==> config.mk <==
export PLATFORM = sky130hd
export DESIGN_NAME = sr_field_stream_rx
export DESIGN_NICKNAME = d
export VERILOG_FILES = /design/src/rtl/sr_stream_pkg.sv /design/src/rtl/sr_frame_fifo.sv /design/src/rtl/sr_field_stream_rx.sv
export SDC_FILE = /design/constraint.sdc
export NUM_CORES = 1
export LEC_CHECK = 0
export ABC_CLOCK_PERIOD_IN_PS = 3500
export BUFFER_PORTS_ARGS = -buffer_cell sky130_fd_sc_hd__buf_2
export CAP_MARGIN = 20
export CELL_PAD_IN_SITES_DETAIL_PLACEMENT = 0
export CELL_PAD_IN_SITES_GLOBAL_PLACEMENT = 1
export CORE_MARGIN = 4
export CORE_UTILIZATION = 44
export CTS_BUF_LIST = sky130_fd_sc_hd__clkbuf_2
export DETAILED_ROUTE_END_ITERATION = 8
export GPL_ROUTABILITY_DRIVEN = 0
export GPL_TIMING_DRIVEN = 0
export HOLD_SLACK_MARGIN = 0.02
export PLACE_DENSITY = 0.69
export REMOVE_ABC_BUFFERS = 1
export SYNTH_ARGS = -nofsm -noshare
export SYNTH_HDL_FRONTEND = slang
export SYNTH_SLANG_ARGS = --single-unit
==> constraint.sdc <==
create_clock -name clk -period 3.5 [get_ports clk]
set_input_delay 0.7 -clock clk [delete_from_list [all_inputs] [get_ports clk]]
set_output_delay 0.7 -clock clk [all_outputs]
set_load 0.02 [all_outputs]
==> src/rtl/sr_stream_pkg.sv <==
// Shared constants, parser state encoding and frame helpers for the
// Schumann-resonance field byte-stream receiver.
package sr_stream_pkg;

  localparam logic [7:0] SR_SYNC_BYTE      = 8'hA5;
  localparam int         SR_BYTES_PER_HARM = 3;

  typedef enum logic [1:0] {
    SR_HUNT    = 2'd0,
    SR_PAYLOAD = 2'd1,
    SR_CHECK   = 2'd2
  } sr_parse_state_e;

  // Total bytes on the wire for one frame: sync + payload + checksum.
  function automatic int sr_frame_len(input int num_harmonics);
    return 1 + num_harmonics * SR_BYTES_PER_HARM + 1;
  endfunction

  // Top byte of a sample carries two data bits; bits 7:2 must replicate bit 1.
  function automatic logic sr_sign_ok(input logic [7:0] b2);
    return (b2[7:2] == {6{b2[1]}});
  endfunction

endpackage

==> src/rtl/sr_frame_fifo.sv <==
// Synchronous frame FIFO with registered full/empty flags and occupancy.
// A pop on an empty FIFO is honoured only when a push lands in the same cycle.
module sr_frame_fifo #(
  parameter int DW    = 90,
  parameter int DEPTH = 4
) (
  input  logic                     clk,
  input  logic                     rst_n,
  input  logic                     push,
  input  logic [DW-1:0]            push_data,
  input  logic                     pop,
  output logic [DW-1:0]            pop_data,
  output logic                     full,
  output logic                     empty,
  output logic [$clog2(DEPTH):0]   level
);
  localparam int AW = $clog2(DEPTH);
  localparam int LW = AW + 1;

  logic [DW-1:0] mem_r [DEPTH];
  logic [AW-1:0] wr_ptr_r;
  logic [AW-1:0] rd_ptr_r;
  logic [LW-1:0] level_r;
  logic [LW-1:0] level_nxt_s;
  logic          full_r;
  logic          empty_r;
  logic          push_ok_s;
  logic          pop_ok_s;

  assign push_ok_s = push && !full_r;
  assign pop_ok_s  = pop && (!empty_r || push_ok_s);
  assign pop_data  = mem_r[rd_ptr_r];
  assign full      = full_r;
  assign empty     = empty_r;
  assign level     = level_r;

  // Next occupancy from the accepted push/pop pair.
  always_comb begin
    level_nxt_s = level_r;
    case ({push_ok_s, pop_ok_s})
      2'b10:   level_nxt_s = level_r + LW'(1);
      2'b01:   level_nxt_s = level_r - LW'(1);
      default: level_nxt_s = level_r;
    endcase
  end

  // Storage array; pointer reset alone makes stale contents unreachable.
  always_ff @(posedge clk) begin
    if (push_ok_s) begin
      mem_r[wr_ptr_r] <= push_data;
    end
  end

  // Pointers wrap naturally because DEPTH is a power of two.
  always_ff @(posedge clk or negedge rst_n) begin
    if (!rst_n) begin
      wr_ptr_r <= {AW{1'b0}};
      rd_ptr_r <= {AW{1'b0}};
      level_r  <= {LW{1'b0}};
      full_r   <= 1'b0;
      empty_r  <= 1'b1;
    end else begin
      if (push_ok_s) begin
        wr_ptr_r <= wr_ptr_r + AW'(1);
      end
      if (pop_ok_s) begin
        rd_ptr_r <= rd_ptr_r + AW'(1);
      end
      level_r <= level_nxt_s;
      full_r  <= (level_nxt_s == LW'(DEPTH));
      empty_r <= (level_nxt_s == {LW{1'b0}});
    end
  end

endmodule

==> src/rtl/sr_field_stream_rx.sv <==
// Receives framed, checksummed field samples from a byte link, buffers whole
// frames and presents one per 4 kHz strobe on sr_field_packed.
module sr_field_stream_rx
  import sr_stream_pkg::*;
#(
  parameter int WIDTH         = 18,
  parameter int NUM_HARMONICS = 5,
  parameter int FIFO_DEPTH    = 4,
  parameter int HOLD_ON_EMPTY = 1,
  parameter int CNT_W         = 16
) (
  input  logic                             clk,
  input  logic                             rst_n,
  input  logic                             clk_en,
  input  logic                             enable,
  input  logic [7:0]                       s_data,
  input  logic                             s_valid,
  output logic                             s_ready,
  output logic [NUM_HARMONICS*WIDTH-1:0]   sr_field_packed,
  output logic                             frame_strobe,
  output logic                             underrun,
  output logic [$clog2(FIFO_DEPTH):0]      fifo_level,
  output logic [CNT_W-1:0]                 frame_count,
  output logic [CNT_W-1:0]                 err_count
);
  localparam int FW            = NUM_HARMONICS * WIDTH;
  localparam int PAYLOAD_BYTES = sr_frame_len(NUM_HARMONICS) - 2;
  localparam int IW            = $clog2(PAYLOAD_BYTES);

  sr_parse_state_e state_r;
  sr_parse_state_e state_nxt_s;
  logic [IW-1:0]   byte_idx_r;
  logic [1:0]      pos_r;
  logic [7:0]      b0_r;
  logic [7:0]      b1_r;
  logic [7:0]      xor_r;
  logic            fmt_err_r;
  logic [FW-1:0]   stage_r;
  logic            push_pend_r;
  logic            drop_pend_r;
  logic            byte_acc_s;
  logic            last_byte_s;
  logic            frame_good_s;
  logic            fifo_full_s;
  logic            fifo_empty_s;
  logic            pop_s;
  logic [FW-1:0]   fifo_rd_data_s;
  logic [WIDTH-1:0] sample_s;

  assign byte_acc_s   = s_valid && s_ready;
  assign last_byte_s  = (byte_idx_r == IW'(PAYLOAD_BYTES - 1));
  assign frame_good_s = (s_data == xor_r) && !fmt_err_r;
  assign sample_s     = WIDTH'({s_data[1:0], b1_r, b0_r});
  // A frame pushed this very cycle may be popped straight through.
  assign pop_s        = clk_en && enable && (!fifo_empty_s || push_pend_r);

  // Parser next state and byte-ready decode.
  always_comb begin
    state_nxt_s = state_r;
    s_ready     = 1'b1;
    case (state_r)
      SR_HUNT: begin
        if (s_valid && (s_data == SR_SYNC_BYTE)) begin
          state_nxt_s = SR_PAYLOAD;
        end else begin
          state_nxt_s = SR_HUNT;
        end
      end
      SR_PAYLOAD: begin
        if (s_valid && last_byte_s) begin
          state_nxt_s = SR_CHECK;
        end else begin
          state_nxt_s = SR_PAYLOAD;
        end
      end
      SR_CHECK: begin
        s_ready = !fifo_full_s;
        if (s_valid && !fifo_full_s) begin
          state_nxt_s = SR_HUNT;
        end else begin
          state_nxt_s = SR_CHECK;
        end
      end
      default: begin
        state_nxt_s = SR_HUNT;
        s_ready     = 1'b1;
      end
    endcase
  end

  // Parser state, sample assembly, running checksum and frame verdict.
  always_ff @(posedge clk or negedge rst_n) begin
    if (!rst_n) begin
      state_r     <= SR_HUNT;
      byte_idx_r  <= {IW{1'b0}};
      pos_r       <= 2'd0;
      b0_r        <= 8'h00;
      b1_r        <= 8'h00;
      xor_r       <= 8'h00;
      fmt_err_r   <= 1'b0;
      stage_r     <= {FW{1'b0}};
      push_pend_r <= 1'b0;
      drop_pend_r <= 1'b0;
    end else begin
      state_r     <= state_nxt_s;
      push_pend_r <= 1'b0;
      drop_pend_r <= 1'b0;
      if (byte_acc_s) begin
        case (state_r)
          SR_HUNT: begin
            byte_idx_r <= {IW{1'b0}};
            pos_r      <= 2'd0;
            xor_r      <= 8'h00;
            fmt_err_r  <= 1'b0;
          end
          SR_PAYLOAD: begin
            byte_idx_r <= byte_idx_r + IW'(1);
            xor_r      <= xor_r ^ s_data;
            case (pos_r)
              2'd0: begin
                b0_r  <= s_data;
                pos_r <= 2'd1;
              end
              2'd1: begin
                b1_r  <= s_data;
                pos_r <= 2'd2;
              end
              default: begin
                // Shift down so harmonic 0 ends up in the lowest slice.
                stage_r <= {sample_s, stage_r[FW-1:WIDTH]};
                pos_r   <= 2'd0;
                if (!sr_sign_ok(s_data)) begin
                  fmt_err_r <= 1'b1;
                end
              end
            endcase
          end
          SR_CHECK: begin
            push_pend_r <= frame_good_s;
            drop_pend_r <= !frame_good_s;
          end
          default: begin
          end
        endcase
      end
    end
  end

  // Saturating good/bad frame counters.
  always_ff @(posedge clk or negedge rst_n) begin
    if (!rst_n) begin
      frame_count <= {CNT_W{1'b0}};
      err_count   <= {CNT_W{1'b0}};
    end else begin
      if (push_pend_r && !(&frame_count)) begin
        frame_count <= frame_count + CNT_W'(1);
      end
      if (drop_pend_r && !(&err_count)) begin
        err_count <= err_count + CNT_W'(1);
      end
    end
  end

  // Output frame register with strobe and underrun pulses.
  always_ff @(posedge clk or negedge rst_n) begin
    if (!rst_n) begin
      sr_field_packed <= {FW{1'b0}};
      frame_strobe    <= 1'b0;
      underrun        <= 1'b0;
    end else begin
      frame_strobe <= 1'b0;
      underrun     <= 1'b0;
      if (clk_en) begin
        if (!enable) begin
          sr_field_packed <= {FW{1'b0}};
        end else if (pop_s) begin
          sr_field_packed <= fifo_empty_s ? stage_r : fifo_rd_data_s;
          frame_strobe    <= 1'b1;
        end else begin
          underrun <= 1'b1;
          if (HOLD_ON_EMPTY == 0) begin
            sr_field_packed <= {FW{1'b0}};
          end
        end
      end
    end
  end

  sr_frame_fifo #(
    .DW    (FW),
    .DEPTH (FIFO_DEPTH)
  ) u_fifo (
    .clk       (clk),
    .rst_n     (rst_n),
    .push      (push_pend_r),
    .push_data (stage_r),
    .pop       (pop_s),
    .pop_data  (fifo_rd_data_s),
    .full      (fifo_full_s),
    .empty     (fifo_empty_s),
    .level     (fifo_level)
  );

endmodule
# Word-level counts from Yosys, hierarchy flattened
# Memories as Yosys holds them, arrays and structs flattened.
# Cells that the tools add are included.
[op_classes] eq_ne=13 bitwise=2 n_mul=0 n_div=0 n_reduce_logical=32 n_mux=28 n_addsub=7 n_lt_le_gt_ge=0 shifts=0
[op_table] op="90-bit two-way mux" n=3
[op_table] op="16-bit by 1-bit adder with 16-bit output (second input constant)" n=2
[op_table] op="16-bit AND reduction" n=2
[op_table] op="1-bit two-way mux" n=16
[op_table] op="8-bit one-hot mux with 2 select lines" n=1
[op_table] op="1-bit logical AND" n=11
[op_table] op="3-bit AND reduction" n=3
[op_table] op="8-bit equality test" n=1
[op_table] op="8-bit equality test (second input constant)" n=1
[op_table] op="2-bit one-hot mux with 2 select lines" n=2
[op_table] op="4-bit one-hot mux with 2 select lines" n=1
[op_table] op="8-bit XOR" n=1
[op_table] op="2-bit by 1-bit equality test with 1-bit output (second input constant)" n=3
[op_table] op="6-bit equality test" n=1
[op_table] op="1-bit zero test" n=6
[op_table] op="2-bit one-hot mux with 3 select lines" n=1
[op_table] op="3-bit one-hot mux with 2 select lines" n=1
[op_table] op="2-bit by 1-bit adder with 2-bit output (second input constant)" n=2
[op_table] op="4-bit by 1-bit adder with 4-bit output (second input constant)" n=1
[op_table] op="2-bit equality test (second input constant)" n=2
[op_table] op="4-bit equality test (second input constant)" n=1
[op_table] op="2-bit zero test" n=2
[op_table] op="2-bit two-way mux" n=2
[op_table] op="2-bit != test (second input constant)" n=2
[op_table] op="other kinds (12)" n=14
[totals] memories=1 latch_bits=0 romBits=0 output_inout_bits=128 elab_cells=103 mem_bits_rw=360 in_bits=13 register_bits=258
[memory_table] name="u_fifo.mem_r" depth=4 width=90 read_ports=1 rd_ports_with_merged_regs=0 wr=1 line_no="sr_frame_fifo.sv:20" rtl="logic [DW-1:0] mem_r [DEPTH];"

# Logic depth before layout (Yosys ltp)
[depth] word_depth=7 mapped_depth=11 depth_no_buf=9

# Hierarchy
# Synthesis repeated with hierarchy kept, for this count alone.
[unflattened] cells_unflattened=1399 hier_area_um2=24255.8
[by_module_without_submodules] module="sr_frame_fifo" instances=1 seq_area_each_um2=11036.8 area_per_inst_um2=13506.7 cells_per_inst=516
[by_module_without_submodules] module="sr_field_stream_rx" instances=1 seq_area_each_um2=6231.0 area_per_inst_um2=10749.1 cells_per_inst=883

# Worst setup path after synthesis
# No wires, ideal clock.
[synth_timing] path_kind="register -> register" startpoint="register push_pend_r" endpoint="memory u_fifo.mem_r[0][0] (enable)" setup_ns=0.459 setup_slack_ns=0.193 t_arrival_ns=2.848 synth_period_minus_slack_ns=3.307 path_stages_with_launch=5 required_ns=3.041 n_path_buf=2 cell_sequence="dfrtp_1 > buf_4 > nor2b_1 > buf_2 > and2_1"
[synth_between] elab_chain_len=3
[synth_rtl] element="start, declared" line_no="sr_field_stream_rx.sv:39" rtl="logic push_pend_r;"
[synth_rtl] element="start signal, assigned" line_no="sr_field_stream_rx.sv:139" rtl="push_pend_r <= frame_good_s;"
[synth_rtl] element="1-bit logical AND" line_no="sr_frame_fifo.sv:30" rtl="assign push_ok_s = push && !full_r;"
[synth_rtl] element="1-bit two-way mux" line_no="sr_frame_fifo.sv:49" rtl="if (push_ok_s) begin"
[synth_rtl] element="1-bit two-way mux (implied by the code)" line_no="sr_frame_fifo.sv:50" rtl="mem_r[wr_ptr_r] <= push_data;"
[synth_rtl] element="end, declared" line_no="sr_frame_fifo.sv:20"
# Every way passes these cells.

# Final worst setup path
[layout_timing] startpoint="register state_r[0]" endpoint="output s_ready"
[layout_between] elab_chain_len=2
[layout_rtl] element="start, declared" line_no="sr_field_stream_rx.sv:30" rtl="sr_parse_state_e state_r;"
[layout_rtl] element="start signal, assigned" line_no="sr_field_stream_rx.sv:105" rtl="state_r <= state_nxt_s;"
[layout_rtl] element="2-bit equality test" line_no="sr_field_stream_rx.sv:61" rtl="case (state_r)"
[layout_rtl] element="1-bit two-way mux" line_no="sr_field_stream_rx.sv:61"
[layout_rtl] element="end, declared" line_no="sr_field_stream_rx.sv:18" rtl="output logic s_ready,"
# Every way passes these cells.

==> impl_results.md <==
* Nets at 1697
* DRT met1 WL at 22.8 mm
* DRT iter0 DRCs at 803
* Met2 WL at 26.0 mm
* I/O pin cnt at 141
* P per Cell Area at 619 nW/um^2
* Fin. Hold Viols at 0
* Post-Place Cells at 2188
* Post-Layout Cell Count at 2508
* Crit path launch type: flop
* Pint at 0.0118 W
* Sequential fraction of design power at 50.8%
* Max-cap violation count at 0
* Worst Path Arrival at 2430 ps
* Most frequent cells in the layout: 360 x edfxtp_1, 264 x clkbuf_2, 255 x dfrtp_1
* H-tree depth at 4
* Tot Pwr at 0.0171 W
* Fmax at 0.319 GHz
* Total GRT Usage at between 10% and 20%
* DR vias/cell at approximately 5.4
* Worst-case vdd ir drop at between 0.0003 and 0.0004 V
* Chip Width at 241 um
* #FFs+latches synth at a little over 600
* Synth Flop Type: edfxtp_1
* Mean Syn Cell Area at 17.1 um^2
* Buf/Inv on CP at 1
* Worst hold path class: in -> reg
* CP cell instances: nor2b_1 -> nand2_1 -> buf_2
* Worst path slowest cell: dfrtp_1
* Global-route wire length before repair at 83.1 mm
* First-pass DRT Iterations at 5
* CTS clk-pin slew, worst paths at ~100 ps
* TritonCTS Sinks at just over 600
* Cell taking the most area after synthesis: edfxtp_1
* Seq/Total Area, Yosys at 72.0%
* Initial antenna violation count at 7
* Outcome: completed
* Share of layout cells above drive strength 1 at 37.2%
* Placed Area at approximately 26000 um^2
* Switch Pwr at 0.00528 W
* Fin crit period at 3130 ps
* Worst-Margin Slew at 905 ps
* Post-synthesis cell count at 1400
* Root Driver: clkbuf_2
* Number of flops mapped to enable cells by yosys at 360
* CP max FO at 19
* Critical Path RT at 2800 ps
* Routed wire per std cell at 21.1 um
* Grt ovf at 0
* Num rows at 85
* DRC at 0
* Vias in the first global route at 14700
* Yosys warns at 0
* Max-slew violations at 0
* Crit-path max cell delay at 760 ps
* Switching share of power at a little under a third
* Finished Cell Area at about 28000 um^2
* PostCTS Resize Cnt at 0
* Die ar. at between 50000 and 60000 um^2
* Crit Path Class: reg -> out
* CP Capture Type: output pin
* Commonest non-fill, non-tap cell in the layout: edfxtp_1
* Largest net degree at the start of global routing at around 110
* RSZ-0062 raised after global routing: no
* Total CTS buffers at 163
* Yosys top cell area share at a little under half
* Clock Latency Late Sink at 1290 ps
* Chip height at ~240 um
* Tcrit/Tclk final at 89.5%
* Slew margin rel. at between 30% and 40%
* Fraction of registers with async set/reset at 41.7%
* Yosys cell types at 59
* Max Root-Sink Buffers at 3
* Highest Signal Layer: met5
* Clock Power Share at 29.4%
* Crit path max-delay family: flip-flops
* Post-Syn Area at 24000 um^2
* Vias at 13600
* CTS tree: built
* Area Overhead vs Synth at 15.2%
* LEAKAGE at 11.2 nW
* Top post-synthesis cells by area: edfxtp_1 45%, dfrtp_1 27%, mux4_2 8.5%, mux2_2 5.2%, a32oi_1 3.3%
* Met3 wire length at 3.01 mm
* Final setup fails at 0
* IO Port Bufs at 140
* Comb pwr share at 19.8%
* Antenna Violating Nets Remaining at 0
* End-of-flow core utilization at a little over 50%
* Core area at 53900 um^2
* Initial core utilization at 44.5%
* Drt total wl at around 53 mm
* Clock Skew at 63.0 ps
* Hpwl dp at 28.7 mm
[tightest hold or removal path: cells and delay by family]
family | cells | cell delay [ps]
buffers and inverters | 2 | 740
muxes | 1 | 160
[metrics by stage]
stage	worst slack, ps	TNS [ps]	hold slack, ps
after floorplan	-976	-175070	404
after global placement	-5300	-2677580	467
after detailed placement	394	0	472
after CTS	121	0	142
after global routing	96.4	0	219
final	366	0	399
[cell families after synthesis]
family                   after synthesis  synth area share, %
flip-flops                           618                 72.0
AO/OA/AOI/OAI                        144                 4.86
multiplexers                         202                 13.7
AND/OR/NAND/NOR                      311                 6.21
adder cells (fa/ha/maj)               10                0.553
buffers and inverters                 82                 1.45
XOR/XNOR                              33                 1.21
[cells in the mapped netlist, types with 2 or more instances]
cell / instances
buf_1: 3
and2_1: 4
xor2_1: 14
xnor2_1: 19
a21o_1: 2
nor2_1: 13
ha_1: 9
clkbuf_1: 47
nand4b_1: 2
nor2b_1: 5
nand2b_1: 22
mux4_2: 90
o21ai_0: 16
nor3_1: 4
nor4_4: 2
and3_1: 8
a31oi_1: 7
nand3_1: 13
a21oi_1: 6
edfxtp_1: 360
o21ai_2: 2
nor4_1: 3
nand4_1: 10
nand4_2: 2
buf_2: 24
o2111ai_1: 2
nor3_2: 2
o22ai_1: 2
mux2_2: 111
a22o_1: 10
buf_4: 2
and4_1: 5
inv_1: 5
nand2_1: 204
dfrtp_1: 257
a32oi_1: 90
[cell type report]
type                            count  area (um^2)
Inverter                            5         18.8
Clock buffer                      264         1320
Antenna cell                        7         17.5
Tap cell                          696          871
Clock inverter                     32          181
Sequential cell                   618        17300
Multi-Input combinational cell    700         6400
Fill cell                        4585        26300
Timing Repair Buffer              186         1530
[path summary, 6_finish.rpt]
| kind | start | depth (start not counted) | slack (ps) | end |
|---|---|---|---|---|
| max | state_r[0] | 3 | 370 | s_ready |
| min | s_data[4] | 3 | 400 | b1_r[4] |
| min reg2reg | b1_r[6] | 1 | 480 | stage_r[86] |
| min in group asynchronous | rst_n | 3 | 540 | u_fifo.empty |
| max reg2reg | push_pend_r | 8 | 410 | u_fifo.full |
| max in group asynchronous | rst_n | 4 | 2320 | stage_r[16] |
[layer usage]
| layer | global-route usage, % | vias up |
|---|---|---|
| li1 | - | 6115 |
| met1 | 24.6 | 7075 |
| met2 | 29.8 | 349 |
| met3 | 5.78 | 81 |
| met4 | 6.43 | 2 |
| met5 | 0 | - |
[power groups by stage]
stage | Combinational, W | Clock (W) | Sequential, W
after floorplan | 0.00178 | 0 | 0.00932
after global placement | 0.00274 | 0 | 0.00908
after detailed placement | 0.00342 | 0 | 0.00886
after CTS | 0.00346 | 0.00525 | 0.00871
after global routing | 0.00368 | 0.00562 | 0.00876
final | 0.00338 | 0.00503 | 0.00868
[flip-flops by register name (all words and copies together) (netlist names), 2 cells and up]
signal,flops
b0_r,8
b1_r,8
byte_idx_r,4
err_count,16
frame_count,16
pos_r,2
sr_field_packed,90
stage_r,90
state_r,2
u_fifo.level,3
u_fifo.mem_r,360
u_fifo.rd_ptr_r,2
u_fifo.wr_ptr_r,2
xor_r,8
[timing repair]
action                                 in CTS  in global routing
setup buffers                               0                  0
hold buffers                               17                  0
endpoints found under the hold margin     336                  0
Note: power is estimated with default switching activity, not from simulation.
